--- src/rtl/pipe_ctrl_pkg.sv ---
// Shared types and constants for the pipeline hazard / interrupt sequencer.
package pipe_ctrl_pkg;

    typedef enum logic [2:0] {
        StRun     = 3'b000,
        StEnter   = 3'b001,
        StHandler = 3'b010,
        StDrain   = 3'b011,
        StRestore = 3'b100
    } int_state_e;

    localparam logic [31:0] INT_VECTOR_DEFAULT = 32'h0000_0100;
    localparam logic [4:0]  REG_X0             = 5'd0;

endpackage

--- src/rtl/load_use_detect.sv ---
// Load-use hazard: the load in EX writes a register the instruction in ID reads.
module load_use_detect
    import pipe_ctrl_pkg::*;
(
    input  logic [4:0] ID_rs1,
    input  logic [4:0] ID_rs2,
    input  logic [4:0] EX_rd,
    input  logic       EX_mem_read,
    output logic       hz
);

    always_comb begin
        hz = EX_mem_read && (EX_rd != REG_X0) && ((EX_rd == ID_rs1) || (EX_rd == ID_rs2));
    end

endmodule

--- src/rtl/pipe_hazard_int_ctrl.sv ---
// Front-end sequencer: load-use stall, taken-branch flush and the interrupt
// entry/drain/restore FSM driving the ID/EX backup controls.
module pipe_hazard_int_ctrl
    import pipe_ctrl_pkg::*;
#(
    parameter logic [31:0] INT_VECTOR   = INT_VECTOR_DEFAULT,
    parameter int unsigned DRAIN_CYCLES = 3
) (
    input  logic        clk,
    input  logic        reset,
    input  logic [4:0]  ID_rs1,
    input  logic [4:0]  ID_rs2,
    input  logic [4:0]  EX_rd,
    input  logic        EX_mem_read,
    input  logic        EX_branch_taken,
    input  logic [31:0] IF_PC,
    input  logic        int_req,
    input  logic        int_en,
    input  logic        ID_mret,
    output logic        PC_write,
    output logic        IF_ID_write,
    output logic        IF_Flush,
    output logic        ID_Flush_hazard,
    output logic        ID_Flush_branch,
    output logic        INT_detected,
    output logic        INT_restore,
    output logic        pc_redirect,
    output logic [31:0] redirect_pc,
    output logic        int_ack,
    output logic        in_handler,
    output logic [31:0] epc
);

    localparam int unsigned CntW = (DRAIN_CYCLES > 1) ? $clog2(DRAIN_CYCLES) : 1;

    int_state_e      state_q, state_d;
    logic [CntW-1:0] cnt_q, cnt_d;
    logic [31:0]     epc_q, epc_d;
    logic            hz;
    logic            hz_eff;

    load_use_detect u_load_use_detect (
        .ID_rs1      (ID_rs1),
        .ID_rs2      (ID_rs2),
        .EX_rd       (EX_rd),
        .EX_mem_read (EX_mem_read),
        .hz          (hz)
    );

    always_comb begin
        state_d = state_q;
        cnt_d   = cnt_q;
        epc_d   = epc_q;

        // The ID instruction is wrong-path under a taken branch, so its hazard is moot.
        hz_eff = hz && !EX_branch_taken;

        PC_write        = !hz_eff;
        IF_ID_write     = !hz_eff;
        IF_Flush        = EX_branch_taken;
        ID_Flush_hazard = hz_eff;
        ID_Flush_branch = EX_branch_taken;
        INT_detected    = 1'b0;
        INT_restore     = 1'b0;
        int_ack         = 1'b0;
        pc_redirect     = 1'b0;
        redirect_pc     = '0;

        unique case (state_q)
            StRun: begin
                if (int_req && int_en && !EX_branch_taken && !hz) begin
                    state_d = StEnter;
                end
            end
            StEnter: begin
                INT_detected    = 1'b1;
                int_ack         = 1'b1;
                pc_redirect     = 1'b1;
                redirect_pc     = INT_VECTOR;
                IF_Flush        = 1'b1;
                PC_write        = 1'b1;
                IF_ID_write     = 1'b1;
                ID_Flush_hazard = 1'b0;
                ID_Flush_branch = 1'b0;
                epc_d           = IF_PC;
                state_d         = StHandler;
            end
            StHandler: begin
                // An mret sitting behind a taken branch is wrong-path and must not return.
                if (ID_mret && !EX_branch_taken) begin
                    cnt_d    = CntW'(DRAIN_CYCLES - 1);
                    IF_Flush = 1'b1;
                    state_d  = StDrain;
                end
            end
            StDrain: begin
                PC_write = 1'b0;
                IF_Flush = 1'b1;
                if (cnt_q == '0) begin
                    state_d = StRestore;
                end else begin
                    cnt_d = cnt_q - CntW'(1);
                end
            end
            StRestore: begin
                INT_restore     = 1'b1;
                pc_redirect     = 1'b1;
                redirect_pc     = epc_q;
                IF_Flush        = 1'b1;
                PC_write        = 1'b1;
                IF_ID_write     = 1'b1;
                ID_Flush_hazard = 1'b0;
                ID_Flush_branch = 1'b0;
                state_d         = StRun;
            end
            default: begin
                state_d = StRun;
            end
        endcase
    end

    always_ff @(posedge clk or posedge reset) begin
        if (reset) begin
            state_q <= StRun;
            cnt_q   <= '0;
            epc_q   <= '0;
        end else begin
            state_q <= state_d;
            cnt_q   <= cnt_d;
            epc_q   <= epc_d;
        end
    end

    assign in_handler = (state_q != StRun);
    assign epc        = epc_q;

endmodule

--- config.mk ---
export PLATFORM = sky130hd
export DESIGN_NAME = pipe_hazard_int_ctrl
export DESIGN_NICKNAME = d
export VERILOG_FILES = /design/src/rtl/pipe_ctrl_pkg.sv /design/src/rtl/load_use_detect.sv /design/src/rtl/pipe_hazard_int_ctrl.sv
export SDC_FILE = /design/constraint.sdc
export NUM_CORES = 1
export LEC_CHECK = 0
export BUFFER_PORTS_ARGS = -buffer_cell sky130_fd_sc_hd__buf_2
export CAP_MARGIN = 20
export CORE_MARGIN = 2
export CORE_UTILIZATION = 38
export DETAILED_ROUTE_END_ITERATION = 16
export PLACE_DENSITY = 0.77
export SLEW_MARGIN = 0
export SYNTH_ARGS = -nofsm -noshare
export SYNTH_HDL_FRONTEND = slang
export SYNTH_SLANG_ARGS = --single-unit
--- constraint.sdc ---
create_clock -name clk -period 1.5 [get_ports clk]
set_input_delay 0.225 -clock clk [delete_from_list [all_inputs] [get_ports clk]]
set_output_delay 0.225 -clock clk [all_outputs]
set_load 0.01 [all_outputs]
Yosys cells after proc, flatten, opt, wreduce, memory -nomap -nowiden:

Cells that the tools add are included.
W data, S select, Z words.

* register bits after elaboration: 37
* output and inout bits: 74
* logic and storage cells: 51

* equal/unequal tests: 10
* add/sub/neg operators: 1
* mux-type cells: 17
* reductions and logical operators: 20

Operator list (number)
* $pmux W32 S2: 1
* $pmux W3 S4: 1
* $eq A5 B5 Y1: 2
* $mux W3: 3
* $ne A2 B2 Y1 const B: 4
* $logic_and A1 B1 Y1: 7
* $mux W1: 7
* $eq A3 B2 Y1 const B: 2
* $reduce_and A3 Y1: 2
* $reduce_bool A5 Y1: 1
* $mux W2: 2
* $pmux W1 S2: 2
* $pmux W2 S2: 1
* $eq A3 B1 Y1 const B: 1
* $eq A3 B3 Y1 const B: 1
* $logic_not A1 Y1: 3
* $logic_not A3 Y1: 1
* $reduce_bool A3 Y1: 1
* $reduce_or A3 Y1: 1
* $logic_not A2 Y1: 1
* $reduce_bool A2 Y1: 1
* $reduce_or A2 Y1: 1
* $sub A2 B1 Y2 const B: 1
* $logic_or A1 B1 Y1: 1

Longest topological paths before layout:

* depth in word-level cells: 7
* gate-level depth with buffers: 6
* depth with buffers taken out: 5

Modules after synthesis:

A second synthesis with hierarchy kept.

* cell total of the unflattened synthesis: 167
* area, all modules: 1900.6 um2

Modules (own cells, without submodules)
* pipe_hazard_int_ctrl: cells each 150, seq. area each 925.9 um2, instances 1, area an instance 1775.5 um2
* load_use_detect: cells each 17, seq. area each 0.0 um2, instances 1, area an instance 125.1 um2

Worst setup path after synthesis:

Ideal clock, no wire load.

* kind: register -> output
* from: register state_q[1]
* to: output port ID_Flush_hazard
* stages on the path, launching flop included: 7
* data arrival time: 1.457 ns
* slack: -0.182 ns
* path buffers: 1
* cells stage by stage: dfrtp_1 -> buf_2 -> nor2_2 -> and2_4 -> or2_4 -> or3_4 -> inv_2

* cells in the longest elaborated chain, start to end: 3

Ends and longest elaborated chain
* from (decl): RTL line pipe_hazard_int_ctrl.sv:36 `int_state_e state_q, state_d;`
* from (signal assigned): RTL line pipe_hazard_int_ctrl.sv:124 `state_q <= StRun;`
* from (signal assigned): RTL line pipe_hazard_int_ctrl.sv:128 `state_q <= state_d;`
* $eq A3 B1 Y1 / $eq A3 B3 Y1 (equally long branches): RTL line pipe_hazard_int_ctrl.sv:69 `unique case (state_q)`
* $reduce_or A2 Y1 (no line) *
* $mux W1 *: RTL line pipe_hazard_int_ctrl.sv:69
* to (decl): RTL line pipe_hazard_int_ctrl.sv:23 `output logic ID_Flush_hazard,`

Every way passes the cells marked *; elsewhere a longest branch is shown, timed or not.

Worst setup path in the final report:

* from: register state_q[0]
* to: output port ID_Flush_hazard

Same word-level chain as after synthesis.

==> implementation parameters <==
Parameter                              Value

Run status
  Status    finished, violations left
  Violations in the final reports    setup timing

STA
  Post-route clock period utilization    1.23
  Worst slew slack as a fraction of its limit    0.697
  Tmin final    1850 ps
  RSZ-0062 raised after global routing    true
  Setup violations, final    60
  Worst hold margin    161 ps
  Min setup slack post-route    -350 ps
  Transition at the pin with the smallest max-transition slack    454 ps
  Final Max Tran Viols    0
  Final Hold Viols    0
  Fin Clk Skew    7.15 ps
  Highest achievable clock rate    0.541 GHz

Drt
  Final routed wire length divided by cell count    14.6 µm
  Drt drc    0
  Wire length reported by the detailed router    5.76 mm
  Drt first pass iters    4
  Number of nets with antenna violations after detailed routing    0
  Via density per instance    4.87
  Vias post-DR    1923
  Number of design-rule violations left by the first detailed-router iteration    47

Yosys
  Number of nets in the synthesized netlist    229
  Most area-consuming cells after synthesis    dfrtp_1 (48%), mux2_2 (19%), and3_1 (10%)
  Post-synthesis cell type with the largest combined area    dfrtp_1
  Netlist area before placement    1920 µm²
  Sequential element share of the synthesized area    0.482
  Synthesized area divided by synthesized cell count    11.0 µm²
  Post-synth top area share    0.482
  Netlist cell types    31
  Post-Syn Instances    174
  Count of yosys warnings during synthesis    0
  Count of state elements after synthesis    37

Critical path
  Chain of cells forming the critical path    nor2_4 > and2_4 > or2_4 > or3_4 > inv_2 > buf_6
  Reg2reg setup slack    -150 ps
  Slowest cell on crit path    dfrtp_2
  CP Class    reg -> out
  Worst endpoint data arrival time    1630 ps
  Data required, critical path    1270 ps
  Slowest stage delay, CP    430 ps
  Type of origin of the critical path    flop
  Sort of element at the end of the critical path    output pin
  CP max FO    3

Place
  PortBufs    127
  Final HPWL DP    4.06 mm
  DP Area    2730 µm²
  Last weighted congestion value of the routability-driven placer    0.729
  DP Cell Count    374

Layout
  Commonest non-fill, non-tap cell in the layout    buf_2
  Synthesis-to-layout area growth    60.3%
  Fill count    377
  Final standard cell area without fillers    3080 µm²
  Fraction of final layout cells with drive strength greater than 1    0.625
  Final cell count without fillers    395
  Final core occ    0.643
  Commonest non-fill, non-tap cells in the layout    buf_2 (122), dfrtp_1 (36), mux2_2 (32)
  # nets final    382
  Count of antenna diodes in the layout    0

Floorplan
  Top-Level Pins    128
  Die height    75.1 µm
  Initial cell density of the core    0.401
  Horizontal die dimension    75.1 µm
  Core Footprint    4790 µm²
  Standard-cell rows    25
  Die footprint    5640 µm²

Clocking
  Clock-pin slew on the worst setup and hold paths    70 ps
  CTS HTree Levels    2
  Clock tree from TritonCTS    yes
  CTS buffer count    5
  Clk Tree Root Cell    clkbuf_8
  Buffers from clock root to sink, at most    2
  Clock latency of the later-clocked register in the worst-skew pair    290 ps
  Sinks on the clock net    37

Global routing
  Overall overflow remaining after global route    0
  First-pass GRT wire length    8.42 mm
  Pin count of the biggest net entering global routing    24
  Antenna violations before repair    0
  Global-route total usage across every layer    0.201
  Number of global-route vias before repair    1861

Power and ir drop
  Cell Pwr Density    1740 nW/µm²
  Maximum VDD drop    0.876 mV
  Leak    1.73 nW

Flow run
  Max Cap Violations    0

Worst hold path
  Hold/Removal Path Class    in -> reg
==> logic make-up after synthesis <==
logic type | after synthesis | synth area share
multiplexers | 32 | 0.188
adder cells (fa/ha/maj) | 1 | 0.00652
AND/OR/NAND/NOR | 61 | 0.185
AO/OA/AOI/OAI | 15 | 0.0489
buffers and inverters | 18 | 0.0437
flip-flops | 37 | 0.482
XOR/XNOR | 10 | 0.0456
==> metal layers <==
| metal | vias up | part of all wire | global-route usage |
|---|---|---|---|
| met4 | 0 | 0.012 | 0.0655 |
| li1 | 913 | - | - |
| met5 | - | 0 | 0 |
| met1 | 908 | 0.39 | 0.222 |
| met3 | 9 | 0.080 | 0.0576 |
| met2 | 93 | 0.52 | 0.371 |
==> critical path, delay by kind of cell (launching register included) <==
| kind | cells | cell delay [ps] |
|---|---|---|
| DFF | 1 | 430 |
| and+or+nand+nor | 4 | 740 |
| buffers and inverters | 2 | 150 |
==> power by group <==
part / switching (W) / internal, W / total [W]
sequential: 0.000381 / 0.00151 / 0.00189
clock: 0.000333 / 0.000375 / 0.000707
combinational: 0.00124 / 0.00151 / 0.00275
total: 0.00195 / 0.00339 / 0.00534
==> synth_stat cells, drive strengths merged <==
master   instances
dfrtp           37
and2             1
xor2            10
nand3b           1
o2bb2ai          1
a21oi            3
or2              1
nor2b            1
and3            31
inv              6
or4              1
nand2            4
nor3             5
nor2            11
ha               1
o21ai            5
clkbuf           7
a22o             1
nand2b           3
a22oi            1
a21o             1
or3              2
a211oi           1
o22ai            1
o31ai            1
buf              5
mux2            32
==> flip-flops by register name (all words and copies together), names as in the netlist <==
name	cells
cnt_q	2
epc	32
state_q	3
==> path summary, 6_finish.rpt <==
kind                            cells after the start         endpoint  startpoint
min in group asynchronous                           4           epc[2]       reset
max in group asynchronous                           4          epc[24]       reset
worst max-delay path                                6  ID_Flush_hazard  state_q[0]
worst max register to register                      7          epc[15]  state_q[1]
worst min-delay path                                2          epc[31]   IF_PC[31]
worst min register to register                      1          epc[30]     epc[30]
==> through the flow <==
stage                     worst slack [ps]  setup TNS, ps  total power, W
final                                 -350          -9390         0.00534
after global routing                  -416         -13640         0.00570
after CTS                             -359          -8020         0.00528
after detailed placement              -291           -789         0.00422
after global placement                -238           -645         0.00413
after floorplan                      -79.9          -79.9         0.00325
==> cell type report <==
type | instances | area, µm² | share of cell area
flip-flops and latches | 37 | 927 | 0.301
clock buffers | 8 | 90.1 | 0.0293
repair buffers | 158 | 1010 | 0.327
inverters | 6 | 22.5 | 0.00732
well taps | 67 | 83.8 | 0.0272
multi-input cells | 119 | 946 | 0.307
==> repair_timing <==
action / CTS / global route
setup buffers: 4 / 7
gates resized for setup: 14 / 9
setup endpoints to repair: 41 / 65
pin swaps: 0 / 3
hold buffers: 1 / 0
cloned: 2 / 0
hold endpoints to repair: 37 / 0
Note: power is estimated with default switching activity, not from simulation.
